===== src/rtl/i2s_clk_pkg.sv =====
// ---------------------------------------------------------------------------
// i2s_clk_pkg
// Shared definitions for the audio clock generator:
//   - mode_e  : framing mode (I2S 50 % LRCLK or DSP one-BCLK frame sync)
//   - state_e : run-control states of the BCLK/LRCLK engine
//   - idx_width() and default-width localparams used to size index ports
// ---------------------------------------------------------------------------
package i2s_clk_pkg;

    typedef enum logic {
        MODE_I2S = 1'b0,
        MODE_DSP = 1'b1
    } mode_e;

    typedef enum logic [1:0] {
        ST_STOPPED  = 2'd0,
        ST_RUNNING  = 2'd1,
        ST_DRAINING = 2'd2
    } state_e;

    // Index widths never collapse to zero bits, even for a count of one.
    function automatic int idx_width(input int n);
        return (n > 1) ? $clog2(n) : 1;
    endfunction

    localparam int DEF_MCLK_HALF_DIV = 5;
    localparam int DEF_BCLK_HALF_DIV = 2;
    localparam int DEF_SLOT_WIDTH    = 32;
    localparam int DEF_N_SLOTS       = 2;
    localparam int DEF_SLOT_IDX_W    = idx_width(DEF_N_SLOTS);
    localparam int DEF_BIT_IDX_W     = idx_width(DEF_SLOT_WIDTH);

endpackage


===== src/rtl/clk_div_ce.sv =====
// ---------------------------------------------------------------------------
// clk_div_ce
// Generic terminal-count divider. Counts 0..DIV-1 on every cycle where 'ce'
// is high and raises 'tick' combinationally in the cycle the count sits at
// its terminal value, so the parent can toggle a clock in that same cycle.
// Ports:
//   sys_clk, reset : clock and asynchronous active-high reset
//   clear          : synchronous clear, overrides ce and suppresses tick
//   ce             : count enable
//   tick           : terminal-count strobe (ce && count == DIV-1)
// ---------------------------------------------------------------------------
module clk_div_ce
    import i2s_clk_pkg::*;
#(
    parameter int DIV = 2
) (
    input  logic sys_clk,
    input  logic reset,
    input  logic clear,
    input  logic ce,
    output logic tick
);

    localparam int            CW   = idx_width(DIV);
    localparam logic [CW-1:0] LAST = CW'(DIV - 1);

    logic [CW-1:0] count;

    // The strobe is gated by clear so a held-off divider never reports an
    // edge, even if a stale terminal count were still present.
    assign tick = ce && !clear && (count == LAST);

    // Count register: clears synchronously on 'clear', wraps at DIV-1 when
    // enabled, and otherwise holds so the phase survives disabled cycles.
    always_ff @(posedge sys_clk or posedge reset) begin
        if (reset) begin
            count <= '0;
        end else if (clear) begin
            count <= '0;
        end else if (ce) begin
            count <= (count == LAST) ? '0 : count + CW'(1);
        end
    end

endmodule


===== src/rtl/i2s_clock_gen.sv =====
// ---------------------------------------------------------------------------
// i2s_clock_gen
// Audio clock generator producing MCLK, BCLK and LRCLK/FS from sys_clk with
// frame-aligned start and graceful stop.
// Parameters:
//   mclk_half_div : sys_clk cycles per MCLK half-period (>=1)
//   bclk_half_div : MCLK periods per BCLK half-period (>=1)
//   slot_width    : BCLK periods per slot (>=8)
//   n_slots       : slots per frame (even, 2..16)
// Ports:
//   sys_clk, reset : clock and asynchronous active-high reset
//   clk_lock       : PLL lock; low holds everything stopped and cleared
//   enable         : request BCLK/LRCLK run
//   mode           : 0 = I2S, 1 = DSP/TDM (sampled at frame boundaries)
//   mclk, bclk     : generated clocks (registered)
//   lrclk          : LRCLK in I2S mode, frame-sync pulse in DSP mode
//   bclk_rise/fall : one-cycle strobes in the cycle bclk changes
//   frame_start    : strobe on the fall that begins slot 0, bit 0
//   slot, bit_idx  : current slot and bit (bit 0 is the MSB)
//   running        : BCLK engine active (RUNNING or DRAINING)
// ---------------------------------------------------------------------------
module i2s_clock_gen
    import i2s_clk_pkg::*;
#(
    parameter int mclk_half_div = DEF_MCLK_HALF_DIV,
    parameter int bclk_half_div = DEF_BCLK_HALF_DIV,
    parameter int slot_width    = DEF_SLOT_WIDTH,
    parameter int n_slots       = DEF_N_SLOTS
) (
    input  logic                             sys_clk,
    input  logic                             reset,
    input  logic                             clk_lock,
    input  logic                             enable,
    input  logic                             mode,
    output logic                             mclk,
    output logic                             bclk,
    output logic                             lrclk,
    output logic                             bclk_rise,
    output logic                             bclk_fall,
    output logic                             frame_start,
    output logic [idx_width(n_slots)-1:0]    slot,
    output logic [idx_width(slot_width)-1:0] bit_idx,
    output logic                             running
);

    localparam int                SLOT_W     = idx_width(n_slots);
    localparam int                BIT_W      = idx_width(slot_width);
    localparam logic [SLOT_W-1:0] SLOT_LAST  = SLOT_W'(n_slots - 1);
    localparam logic [SLOT_W-1:0] SLOT_HALF  = SLOT_W'(n_slots / 2);
    localparam logic [BIT_W-1:0]  BIT_LAST   = BIT_W'(slot_width - 1);

    state_e            state_q;
    state_e            state_d;
    mode_e             mode_lat;
    mode_e             mode_lat_d;

    logic              mclk_d;
    logic              bclk_d;
    logic              lrclk_d;
    logic              rise_d;
    logic              fall_d;
    logic              fs_d;
    logic              running_d;
    logic [SLOT_W-1:0] slot_d;
    logic [BIT_W-1:0]  bit_d;

    logic              mclk_tick;
    logic              mclk_rise_ev;
    logic              bclk_tick;
    logic              bclk_clear;
    logic              is_rise;
    logic              is_fall;

    logic              bit_wrap;
    logic              wrap_frame;
    logic [BIT_W-1:0]  bit_nx;
    logic [SLOT_W-1:0] slot_nx;
    logic [SLOT_W-1:0] slot_after;

    // MCLK half-period divider: free-runs whenever the PLL is locked.
    clk_div_ce #(
        .DIV (mclk_half_div)
    ) u_mclk_div (
        .sys_clk (sys_clk),
        .reset   (reset),
        .clear   (!clk_lock),
        .ce      (clk_lock),
        .tick    (mclk_tick)
    );

    // A BCLK edge may only happen on an MCLK rising event, which keeps
    // BCLK phase-locked to MCLK.
    assign mclk_rise_ev = mclk_tick && !mclk;
    assign bclk_clear   = !clk_lock || (state_q == ST_STOPPED);

    // BCLK half-period divider, stepped by MCLK rising events while the
    // engine is active; held cleared while stopped so every start begins
    // with a full low half-period.
    clk_div_ce #(
        .DIV (bclk_half_div)
    ) u_bclk_div (
        .sys_clk (sys_clk),
        .reset   (reset),
        .clear   (bclk_clear),
        .ce      (mclk_rise_ev),
        .tick    (bclk_tick)
    );

    assign is_rise = bclk_tick && !bclk;
    assign is_fall = bclk_tick && bclk;

    // Position arithmetic for the next falling edge: bit index wraps at the
    // slot width, the slot steps on each bit wrap, and a combined wrap marks
    // the start of a new frame. slot_after is the slot following the new one
    // and decides the LRCLK half one BCLK ahead of its MSB.
    always_comb begin
        bit_wrap   = (bit_idx == BIT_LAST);
        wrap_frame = bit_wrap && (slot == SLOT_LAST);
        bit_nx     = bit_wrap ? '0 : bit_idx + BIT_W'(1);
        slot_nx    = slot;
        if (bit_wrap) begin
            slot_nx = (slot == SLOT_LAST) ? '0 : slot + SLOT_W'(1);
        end
        slot_after = (slot_nx == SLOT_LAST) ? '0 : slot_nx + SLOT_W'(1);
    end

    // State register for the run-control FSM.
    always_ff @(posedge sys_clk or posedge reset) begin
        if (reset) begin
            state_q <= ST_STOPPED;
        end else begin
            state_q <= state_d;
        end
    end

    // Next-state logic. Lock loss beats everything. Starting waits for an
    // MCLK rising event so BCLK begins aligned. Dropping enable drains to
    // the end of the frame; the drain ends on the fall that would otherwise
    // begin the next frame, unless enable has come back first.
    always_comb begin
        state_d = state_q;
        if (!clk_lock) begin
            state_d = ST_STOPPED;
        end else begin
            case (state_q)
                ST_STOPPED: begin
                    if (enable && mclk_rise_ev) begin
                        state_d = ST_RUNNING;
                    end
                end
                ST_RUNNING: begin
                    if (!enable) begin
                        state_d = ST_DRAINING;
                    end
                end
                ST_DRAINING: begin
                    if (enable) begin
                        state_d = ST_RUNNING;
                    end else if (is_fall && wrap_frame) begin
                        state_d = ST_STOPPED;
                    end
                end
                default: begin
                    state_d = ST_STOPPED;
                end
            endcase
        end
    end

    // Output/datapath next values. On start the indices are parked on the
    // last bit of the last slot so the very first fall produces frame_start
    // after exactly one BCLK period of lead (FS high in DSP, LRCLK low in
    // I2S). Within a frame every decision uses the latched mode; the new
    // mode is taken only on the frame_start fall, so a mid-frame change
    // never reshapes the frame in progress.
    always_comb begin
        mclk_d     = mclk;
        bclk_d     = bclk;
        lrclk_d    = lrclk;
        slot_d     = slot;
        bit_d      = bit_idx;
        running_d  = running;
        mode_lat_d = mode_lat;
        rise_d     = 1'b0;
        fall_d     = 1'b0;
        fs_d       = 1'b0;

        if (mclk_tick) begin
            mclk_d = ~mclk;
        end

        if (!clk_lock) begin
            mclk_d     = 1'b0;
            bclk_d     = 1'b0;
            lrclk_d    = 1'b0;
            slot_d     = '0;
            bit_d      = '0;
            running_d  = 1'b0;
            mode_lat_d = MODE_I2S;
        end else begin
            case (state_q)
                ST_STOPPED: begin
                    if (state_d == ST_RUNNING) begin
                        bclk_d     = 1'b0;
                        slot_d     = SLOT_LAST;
                        bit_d      = BIT_LAST;
                        running_d  = 1'b1;
                        mode_lat_d = mode_e'(mode);
                        lrclk_d    = (mode_e'(mode) == MODE_DSP);
                    end
                end
                default: begin
                    running_d = 1'b1;
                    if (is_rise) begin
                        bclk_d = 1'b1;
                        rise_d = 1'b1;
                    end
                    if (is_fall) begin
                        bclk_d = 1'b0;
                        fall_d = 1'b1;
                        if (state_d == ST_STOPPED) begin
                            lrclk_d   = 1'b0;
                            slot_d    = '0;
                            bit_d     = '0;
                            running_d = 1'b0;
                        end else begin
                            bit_d  = bit_nx;
                            slot_d = slot_nx;
                            fs_d   = wrap_frame;
                            if (wrap_frame) begin
                                mode_lat_d = mode_e'(mode);
                            end
                            if (mode_lat == MODE_DSP) begin
                                lrclk_d = (bit_nx == BIT_LAST) && (slot_nx == SLOT_LAST);
                            end else if (bit_nx == BIT_LAST) begin
                                lrclk_d = (slot_after >= SLOT_HALF);
                            end
                        end
                    end
                end
            endcase
        end
    end

    // Output registers: every port is driven from a flop on sys_clk.
    always_ff @(posedge sys_clk or posedge reset) begin
        if (reset) begin
            mclk        <= 1'b0;
            bclk        <= 1'b0;
            lrclk       <= 1'b0;
            bclk_rise   <= 1'b0;
            bclk_fall   <= 1'b0;
            frame_start <= 1'b0;
            slot        <= '0;
            bit_idx     <= '0;
            running     <= 1'b0;
            mode_lat    <= MODE_I2S;
        end else begin
            mclk        <= mclk_d;
            bclk        <= bclk_d;
            lrclk       <= lrclk_d;
            bclk_rise   <= rise_d;
            bclk_fall   <= fall_d;
            frame_start <= fs_d;
            slot        <= slot_d;
            bit_idx     <= bit_d;
            running     <= running_d;
            mode_lat    <= mode_lat_d;
        end
    end

endmodule


===== config.mk =====
export PLATFORM = sky130hd
export DESIGN_NAME = i2s_clock_gen
export DESIGN_NICKNAME = d
export VERILOG_FILES = /design/src/rtl/i2s_clk_pkg.sv /design/src/rtl/clk_div_ce.sv /design/src/rtl/i2s_clock_gen.sv
export SDC_FILE = /design/constraint.sdc
export NUM_CORES = 1
export LEC_CHECK = 0
export CAP_MARGIN = 5
export CORE_MARGIN = 8
export CORE_UTILIZATION = 57
export DETAILED_ROUTE_END_ITERATION = 10
export PLACE_DENSITY = 0.83
export SETUP_SLACK_MARGIN = 0.2
export SLEW_MARGIN = 20
export SYNTH_ARGS = -nofsm -noshare
export SYNTH_HDL_FRONTEND = slang
export SYNTH_SLANG_ARGS = --single-unit

===== constraint.sdc =====
create_clock -name sys_clk -period 3.1 [get_ports sys_clk]
set_input_delay 0.62 -clock sys_clk [delete_from_list [all_inputs] [get_ports sys_clk]]
set_output_delay 0.62 -clock sys_clk [all_outputs]
set_load 0.01 [all_outputs]

==> qor.yml, run 1 <==
final_layout:
  num-fill-cells: 149
  largest_register_ffs: 5
  fin_cells: 171
  fin_util: 0.713
  final_nets: 157
  reg.largest.list: "bit_idx (5), u_mclk_div.count (3), state_q (2)"
  drive_above_1_share: 0.0625
  diodes: 0
  area_growth_pct: 17.0
  regMostFlops: "bit_idx"
  stdcell_area_sq_um: 1410
yosys:
  synth_common_cells: "dfrtp_1 (20), a21oi_1 (15), nand2_1 (9)"
  yosys.area_share.simple: 0.192
  synth_top_family_by_area: "compound AO/OA/AOI/OAI gates"
  netlist_top_cells_area: "dfrtp_1 (41%), a21oi_1 (6.2%), ha_1 (6.2%), nand2_1 (2.8%), inv_1 (2.2%)"
  yosysMostFrequentCell: "dfrtp_1"
  synth.area.mux_share: 0.0166
  ys_async_sr_fraction: 1.00
  synth-edff-count: 0
  synth_top_area_frac: 0.415
  synth_compound_area_frac: 0.234
  synth_cells: 129
  post-synth-top-area-cell: "dfrtp_1"
  synth_cell_type_count: 46
  post_synth.cell_area_avg_sq_um: 9.36
  syn-cell-area_sq_um: 1210
  yosys.area_share.xor_xnor: 0.0290
  yosysWarnings: 0
  synth_nets: 140
  ys_seq_area_frac: 0.415
  ys.flop_type: "dfrtp_1"
  ys_ff_latch: 20
  yosys.area_share.adder: 0.0622
drt:
  drt_iter0_markers: 62
  via_per_inst: 6.18
  routed_wl_mm: 2.82
  wl_per_cell_microns: 16.5
  met1_length_mm: 1.22
  top_layer_used: "met4"
  drtAntennaViolNets: 0
  met2_length_mm: 1.33
  firstDrtPassIters: 4
  drc: 0
  dr_wl_met3_microns: 236
  vias: 1056
floorplanning:
  ios: 18
  die_y_microns: 62.0
  start_util: 0.609
  core_area_sq_um: 1980
  num_rows: 16
  dieArea_sq_um: 3850
  die_w_microns: 62.0
placed_design:
  gp_congestion: 0.940
  post_dp_cell_area_sq_um: 1390
  hpwl_mm: 2.11
  dp.cells: 168
  numPortBuffers: 17
clocking:
  clkSinkCount: 20
  cts_max_path_buffers: 2
  cts_tree: "built"
  post_cts_resized: 0
  cts_hold_buffers: 0
  htreeDepth: 1
  cts_setup_buffers: 0
  path_clk_slew_ns: 0.11
  numCtsBuffers: 3
  clkLatencyLatePin_ns: 0.30
  cts-root-buf: "clkbuf_4"
timing:
  min_period_ns: 2.56
  worst_slew_margin_rel: 0.518
  skew_ns: 0.00605
  worstMarginPinSlew_ns: 0.722
  fmax_mhz: 391
  setup_tns_ns: 0
  setup_viol: 0
  grt_setup_unrepaired: "false"
  period_share: 0.825
  hold_viol_final: 0
  drv_slew: 0
global_routing:
  grt_pass1_vias: 1063
  grt_first_pass_wirelength_mm: 4.89
  grt_max_degree: 21
  antenna_found_initial: 0
  grt_use_total: 0.173
  grt_overflow: 0
power_and_ir_drop:
  p_leak_nw: 0.604
  finalPower_uw: 445
  powerDensity_nw_per_um2: 315
  ir_drop_v: 0.000302
status:
  status: "completed"
setup_path:
  crit_path_start_kind: "flop"
  r2r_end: "running"
  crit_fanout: 5
  crit_arrival_ns: 2.74
  r2r-start: "bit_idx[0]"
  reg2regPathDepth: 8
  crit_required_ns: 3.29
  r2r_slack_ns: 0.54
  cp-end-kind: "flop"
  crit_type: "reg2reg"
worst_hold_path:
  holdPathEnd: "lrclk"
  hold_path_depth: 2
  hp-class: "reg2reg"
  min_from: "lrclk"
job:
  cap_violations: 0
## power by group
part / internal [mW] / switching [mW] / leakage (nW) / total [mW]
Combinational: 0.0212 / 0.0291 / 0.314 / 0.0502
Clock: 0.0454 / 0.0773 / 0.0138 / 0.123
Sequential: 0.266 / 0.00581 / 0.277 / 0.272
## cell type report
class / count / area [sq um] / area share
tap: 27 / 33.8 / 0.0239
multi-input combinational: 95 / 644 / 0.456
clock buffer: 3 / 22.5 / 0.0159
timing repair buffer: 19 / 185 / 0.131
sequential: 20 / 500 / 0.354
inverter: 7 / 26.3 / 0.0186
## worst max-delay path by stage
stage	startpoint	endpoint	slack [ns]	cells after the start
4_1_cts	bit_idx[0]	running	0.63	8
5_1_grt	bit_idx[0]	running	0.44	8
2_1_floorplan	bit_idx[0]	mode_lat	0.95	9
3_5_place_dp	clk_lock	lrclk	0.53	7
6_report	bit_idx[0]	running	0.54	8
3_3_place_gp	enable	lrclk	0.65	7
## metrics by stage
step	hold slack, ns	setup slack, ns
final	0.552	0.544
after global routing	0.618	0.436
after CTS	0.552	0.626
after detailed placement	0.528	0.527
after global placement	0.490	0.648
after floorplan	0.531	0.954
## worst max-delay path, cell delays in order (launching register included)
cell	delay, ns
dfrtp_1	0.44
ha_1	0.27
and3_1	0.19
ha_1	0.21
ha_1	0.22
nand3_1	0.21
o21ai_1	0.25
o211ai_1	0.26
o311a_1	0.37
## routing by layer
layer | vias to the layer above | GRT usage
li1 | 502 | -
met4 | 0 | 0.0812
met5 | - | 0
met3 | 5 | 0.0391
met1 | 505 | 0.225
met2 | 44 | 0.263
## cells in the final DEF (no fill, tap or decap), types with 5 or more instances in the layout
cell | Yosys | layout
a21oi_1 | 15 | 15
clkdlybuf4s50_1 | 0 | 17
dfrtp_1 | 20 | 20
ha_1 | 6 | 6
inv_1 | 7 | 7
nand2_1 | 9 | 9
nor2_1 | 5 | 5
o21ai_0 | 5 | 5
## kinds of logic (layout without fill, tap and decap cells)
| group | count (synthesis) | after routing |
|---|---|---|
| flops | 20 | 20 |
| compound gates | 42 | 42 |
| xor+xnor | 4 | 4 |
| buf+inv | 14 | 29 |
| simple gates | 41 | 41 |
| mux | 2 | 2 |
| fa+ha+maj | 6 | 6 |
Note: power is estimated with default switching activity, not from simulation.
==> run 2: changes to the inputs <==
--- a/config.mk
+++ b/config.mk
@@ -6,10 +6,11 @@
 export NUM_CORES = 1
 export LEC_CHECK = 0
 export CAP_MARGIN = 5
+export CORE_ASPECT_RATIO = 0.6
 export CORE_MARGIN = 8
-export CORE_UTILIZATION = 57
+export CORE_UTILIZATION = 48
 export DETAILED_ROUTE_END_ITERATION = 10
-export PLACE_DENSITY = 0.83
+export PLACE_DENSITY = 0.75
 export SETUP_SLACK_MARGIN = 0.2
 export SLEW_MARGIN = 20
 export SYNTH_ARGS = -nofsm -noshare
==> constraint.sdc (replaced) <==
create_clock -name sys_clk -period 2.2 [get_ports sys_clk]
set_input_delay 0.44 -clock sys_clk [delete_from_list [all_inputs] [get_ports sys_clk]]
set_output_delay 0.44 -clock sys_clk [all_outputs]
set_load 0.01 [all_outputs]
==> run 2 against run 1 <==
Effect of this change: register-to-register slack got worse by 0.27 ns; count of clock-buffer cells in the layout is the same; highest routed layer unchanged; final cell count rose by 12%; die area grew 15%; total power grew 88%.
==> qor.yml, run 2 (synthesis gave the netlist of run 1 again) <==
drt:
  wl_per_cell_microns: 17.1  # +3.3%
  drt_iter0_markers: 105  # +69%
  via_per_inst: 5.88  # -4.8%
  routed_wl_mm: 3.26  # +15%
  firstDrtPassIters: 4  # unchanged
  vias: 1123  # +6.3%
  drtAntennaViolNets: 0  # unchanged
  drc: 0  # unchanged
placed_design:
  numPortBuffers: 17  # unchanged
  hpwl_mm: 2.28  # +7.7%
  gp_congestion: 0.945  # +0.56%
  dp.cells: 182  # +8.3%
  place_ws_ns: 0.0614  # -0.466 ns
floorplanning:
  ios: 18  # unchanged
  start_util: 0.492  # -0.117
  die_y_microns: 54.9  # -12%
  die_w_microns: 80.8  # +30%
  core_area_sq_um: 2450  # +24%
  num_rows: 14  # -2
  dieArea_sq_um: 4430  # +15%
final_layout:
  final_common_cell: "dfrtp_1"
  mostFrequentLayoutCells: "dfrtp_1 (18), clkdlybuf4s50_1 (17), buf_4 (16), a21oi_1 (15), nand2_1 (9)"
  fin_cells: 191  # +12%
  regMostFlops: "bit_idx"
  largest_register_ffs: 5  # unchanged
  fin_util: 0.672  # -0.0403
  num-fill-cells: 184  # +23%
  drive_above_1_share: 0.220  # +0.158
  diodes: 0  # unchanged
  final_nets: 171  # +8.9%
  reg.largest.list: "bit_idx (5), u_mclk_div.count (3), state_q (2)"
  area_growth_pct: 36.6
clocking:
  cts_max_path_buffers: 2  # unchanged
  path_clk_slew_ns: 0.08  # -0.03 ns
  cts_hold_buffers: 0  # unchanged
  numCtsBuffers: 3  # unchanged
  cts_tree: "built"
  clkSinkCount: 20  # unchanged
  clkLatencyLatePin_ns: 0.26  # -0.04 ns
  cts-root-buf: "clkbuf_8"
  htreeDepth: 1  # unchanged
timing:
  setup_viol: 0  # unchanged
  fin_ws_ns: 0.273  # -0.271 ns
  worst_slew_margin_rel: 0.673  # +0.155
  setup_tns_ns: 0  # unchanged
  grt_setup_unrepaired: "false"
  worstMarginPinSlew_ns: 0.490  # -0.231 ns
  hold_viol_final: 0  # unchanged
  skew_ns: 0.00606  # +0.0000187 ns
  min_period_ns: 1.93  # -0.629 ns
  fmax_mhz: 519  # +33%
  period_share: 0.876  # +0.0514
  drv_slew: 0  # unchanged
setup_path:
  crit_arrival_ns: 2.11  # -0.63 ns
  r2r_end: "bit_idx[1]"
  r2r-start: "bit_idx[1]"
  crit_required_ns: 2.38  # -0.91 ns
  cp-end-kind: "flop"
  crit_type: "reg2reg"
  r2r_slack_ns: 0.27  # -0.27 ns
  crit_fanout: 5  # unchanged
  crit_path_start_kind: "flop"
  reg2regPathDepth: 9  # +1
power_and_ir_drop:
  seqPwrFrac: 0.458  # -0.154
  powerDensity_nw_per_um2: 507  # +61%
  p_leak_nw: 0.685  # +13%
  p_int_uw: 655  # +97%
  finalPower_uw: 837  # +88%
  ir_drop_v: 0.000500  # +66%
  p_sw_uw: 182  # +62%
  swShare: 0.217  # -0.0349
  p_comb_frac: 0.097  # -0.016
  clkPwrFrac: 0.445  # +0.169
global_routing:
  grt_first_pass_wirelength_mm: 5.19  # +6.1%
  grt_use_total: 0.154  # -0.0186
  grt_overflow: 0  # unchanged
  grt_pass1_vias: 1047  # -1.5%
  antenna_found_initial: 0  # unchanged
  grt_max_degree: 21  # unchanged
worst_hold_path:
  hp-class: "in2async"
status:
  status: "completed"
job:
  cap_violations: 0  # unchanged
==> run 2: layout make-up <==
class | count | area, sq um | area share
flip-flops and latches | 20 | 503 | 0.305
well taps | 32 | 40.0 | 0.0243
multi-input cells | 95 | 718 | 0.436
clock buffers | 3 | 41.3 | 0.0250
repair buffers | 33 | 290 | 0.176
inverters | 7 | 26.3 | 0.0159
clock inverters | 1 | 30.0 | 0.0182
==> run 2: worst max-delay path by stage <==
stage / to / start
after floorplan: mode_lat / bit_idx[0]
after CTS: lrclk / bit_idx[0]
final: bit_idx[1] / bit_idx[1]
after global routing: bit_idx[4] / bit_idx[1]
after detailed placement: lrclk / bit_idx[0]
after global placement: lrclk / enable
==> run 2: power groups by stage <==
| stage | Sequential, mW | Combinational, mW | Clock (mW) |
|---|---|---|---|
| after floorplan | 0.390 | 0.0449 | 0 |
| after global placement | 0.390 | 0.0760 | 0 |
| after detailed placement | 0.391 | 0.0773 | 0 |
| after CTS | 0.383 | 0.0800 | 0.376 |
| after global routing | 0.384 | 0.0890 | 0.392 |
| final | 0.383 | 0.0808 | 0.373 |
==> run 2: layer usage <==
metal  share of wire  global-route usage  vias up  wire length [microns]
met1            0.43               0.202      540                   1390
met3           0.082              0.0459        4                    267
met2            0.48               0.241       41                   1550
met5               0                   0        -                      0
met4           0.014              0.0471        0                     44
li1                -                   -      538                      -
==> run 2: timing repair <==
item / 4_1_cts / 5_1_grt
gates resized for setup: 8 / 4
setup endpoints to repair: 9 / 10
pin swaps: 3 / 6
buffers inserted: 2 / 3
==> run 2: critical path, cell delays in order, from the launching register on <==
cell,delay (ns)
dfrtp_2,0.43
ha_4,0.18
and3_4,0.17
ha_4,0.16
ha_4,0.16
nand3_4,0.11
nor3_1,0.07
o31a_1,0.24
o32a_1,0.18
a21oi_1,0.14
==> run 2: stage by stage <==
stage                     hold slack, ns  instance area [sq um]
final                              0.510                   1650
after global routing               0.540                   1650
after CTS                          0.530                   1610
after detailed placement           0.538                   1480
after global placement             0.512                   1480
after floorplan                    0.404                   1230
==> run 3: changes to the inputs <==
--- a/config.mk
+++ b/config.mk
@@ -11,8 +11,9 @@
 export CORE_UTILIZATION = 48
 export DETAILED_ROUTE_END_ITERATION = 10
 export PLACE_DENSITY = 0.75
+export RECOVER_POWER = 25
+export REMOVE_ABC_BUFFERS = 1
 export SETUP_SLACK_MARGIN = 0.2
-export SLEW_MARGIN = 20
 export SYNTH_ARGS = -nofsm -noshare
 export SYNTH_HDL_FRONTEND = slang
 export SYNTH_SLANG_ARGS = --single-unit
==> run 3 against run 2 <==
Effect of this change: non-clock buffer count is 2 lower; count of clock-buffer cells in the layout unchanged; clock skew down 0.0017 ns; total power fell by 0.62%; design area decreased by 0.99%; largest cell class unchanged; core utilization is 0.66 points lower; register-to-register slack is essentially flat; clock power fell by 2%; combinational power up 2%; sequential cell count unchanged; routed wire length fell by 2.4%; first-iteration DRC count down 12%.
==> qor.yml, run 3 (synthesis gave the netlist of run 1 again) <==
timing:
  hold_viol_final: 0  # unchanged
  worstMarginPinSlew_ns: 1.06  # +0.565 ns
  worst_slew_margin_rel: 0.296  # -0.377
  whs_ns: 0.536  # +0.0257 ns
  min_period_ns: 1.93  # +0.00535 ns
  setup_viol: 0  # unchanged
  fmax_mhz: 517  # -0.28%
  period_share: 0.878  # +0.00243
  grt_setup_unrepaired: "true"
  drv_slew: 0  # unchanged
  fin_ws_ns: 0.268  # -0.00535 ns
  skew_ns: 0.00435  # -0.00171 ns
  setup_tns_ns: 0  # unchanged
setup_path:
  crit_arrival_ns: 2.12  # about the same
  crit_path_start_kind: "flop"
  r2r-start: "bit_idx[1]"
  crit_required_ns: 2.39  # about the same
  path_cells: "ha_2, and3_4, ha_4, ha_4, nand3_4, o21ai_2, o211ai_1, buf_4, nand4_1, a21oi_1"
  cp_common_cell: "ha_4"
  crit_start: "bit_idx[1]"
  crit_type: "reg2reg"
  crit_fanout: 5  # unchanged
  crit_slowest_cell: "dfrtp_1"
  critPathMaxStageDelay_ns: 0.39  # -0.04 ns
  cp-end-kind: "flop"
placed_design:
  place_ws_ns: 0.0369  # -0.0245 ns
  gp_congestion: 0.896  # -5.2%
  numPortBuffers: 17  # unchanged
  hpwl_mm: 2.28  # +0.14%
power_and_ir_drop:
  finalPower_uw: 832  # -0.62%
  p_comb_frac: 0.099  # +0.002
  p_sw_uw: 177  # -2.4%
  p_int_uw: 654  # -0.12%
  clkPwrFrac: 0.441  # -0.004
  powerDensity_nw_per_um2: 509  # +0.37%
  swShare: 0.213  # -0.00399
  seqPwrFrac: 0.461  # +0.003
  p_leak_nw: 0.675  # -1.5%
  ir_drop_v: 0.000359  # -28%
drt:
  drtAntennaViolNets: 0  # unchanged
  drt_iter0_markers: 92  # -12%
  vias: 1098  # -2.2%
  wl_per_cell_microns: 16.8  # -1.4%
  via_per_inst: 5.81  # -1.2%
  firstDrtPassIters: 4  # unchanged
  drc: 0  # unchanged
  routed_wl_mm: 3.18  # -2.4%
final_layout:
  drive_above_1_share: 0.210  # -0.00993
  reg.largest.list: "bit_idx (5), u_mclk_div.count (3), state_q (2)"
  largest_register_ffs: 5  # unchanged
  final_common_cell: "dfrtp_1"
  fin_util: 0.666  # -0.00663
  num-fill-cells: 198  # +7.6%
  mostFrequentLayoutCells: "dfrtp_1 (20), clkdlybuf4s50_1 (16), a21oi_1 (13), buf_4 (13), nand2_1 (9)"
  regMostFlops: "bit_idx"
  final_nets: 169  # -1.2%
  diodes: 0  # unchanged
  area_growth_pct: 35.2
clocking:
  clkSinkCount: 20  # unchanged
  clkLatencyLatePin_ns: 0.26  # about the same
  path_clk_slew_ns: 0.08  # about the same
  numCtsBuffers: 3  # unchanged
  cts-root-buf: "clkbuf_8"
  htreeDepth: 1  # unchanged
  cts_max_path_buffers: 2  # unchanged
  cts_hold_buffers: 0  # unchanged
  cts_tree: "built"
floorplanning:
  dieArea_sq_um: 4430  # unchanged
  ios: 18  # unchanged
  start_util: 0.492  # unchanged
  die_y_microns: 54.9  # unchanged
  num_rows: 14  # unchanged
  die_w_microns: 80.8  # unchanged
  core_area_sq_um: 2450  # unchanged
global_routing:
  grt_first_pass_wirelength_mm: 5.33  # +2.7%
  grt_use_total: 0.158  # +0.00445
  grt_pass1_vias: 1064  # +1.6%
  grt_max_degree: 21  # unchanged
  grt_overflow: 0  # unchanged
  antenna_found_initial: 0  # unchanged
job:
  cap_violations: 0  # unchanged
status:
  status: "completed"
worst_hold_path:
  hp-class: "reg2reg"
  min_from: "lrclk"
==> run 3: cell types whose count changed in the layout (fill, tap and decap cells not counted), moves of 2 or more <==
cell | previous run | this run
buf_4 | 16 | 13
dfrtp_1 | 18 | 20
dfrtp_2 | 2 | 0
a21oi_1 | 15 | 13
a21oi_2 | 1 | 3
==> run 3: layer usage <==
| layer | GRT usage | share of wire |
|---|---|---|
| met5 | 0 | 0 |
| met4 | 0.0441 | 0.014 |
| met3 | 0.0393 | 0.069 |
| met2 | 0.248 | 0.45 |
| met1 | 0.215 | 0.47 |
==> run 3: cell type report <==
class	instances	area [sq um]	area share
multi-input cells	95	723	0.443
flip-flops and latches	20	500	0.307
repair buffers	31	272	0.166
clock buffers	3	41.3	0.0253
well taps	32	40.0	0.0245
clock inverters	1	30.0	0.0184
inverters	7	26.3	0.0161
==> run 3: timing repair <==
action                     in CTS  in global routing
pin swaps                       3                  9
setup endpoints to repair       9                 10
buffers inserted                1                  1
gates resized for setup         9                  9
==> run 3: metrics by stage <==
stage               cells  cell area [sq um]
finish                189               1630
global route          189               1630
CTS                   188               1580
detailed placement    183               1470
global placement      183               1470
floorplan             122               1170
==> run 3: final timing paths <==
kind / to / slack (ns) / depth (start not counted)
max in group asynchronous: lrclk / 0.63 / 3
hold / removal: lrclk / 0.54 / 2
setup / recovery: bit_idx[3] / 0.27 / 10
hold reg to reg: lrclk / 0.54 / 2
min in group asynchronous: bclk_rise / 0.94 / 3
setup reg to reg: bit_idx[3] / 0.27 / 10
==> run 3: power by group through the flow <==
stage / Clock [mW] / Sequential, mW / Combinational (mW)
final: 0.366 / 0.383 / 0.0821
after global routing: 0.389 / 0.384 / 0.0921
after CTS: 0.372 / 0.382 / 0.0816
after detailed placement: 0 / 0.390 / 0.0786
after global placement: 0 / 0.389 / 0.0760
after floorplan: 0 / 0.390 / 0.0369
==> run 3: worst max-delay path: cells and delay by family (launching register included) <==
family	cells	cell delay, ns
flops	1	0.39
fa+ha+maj	3	0.53
simple gates	3	0.37
buf+inv	1	0.19
compound gates	3	0.37
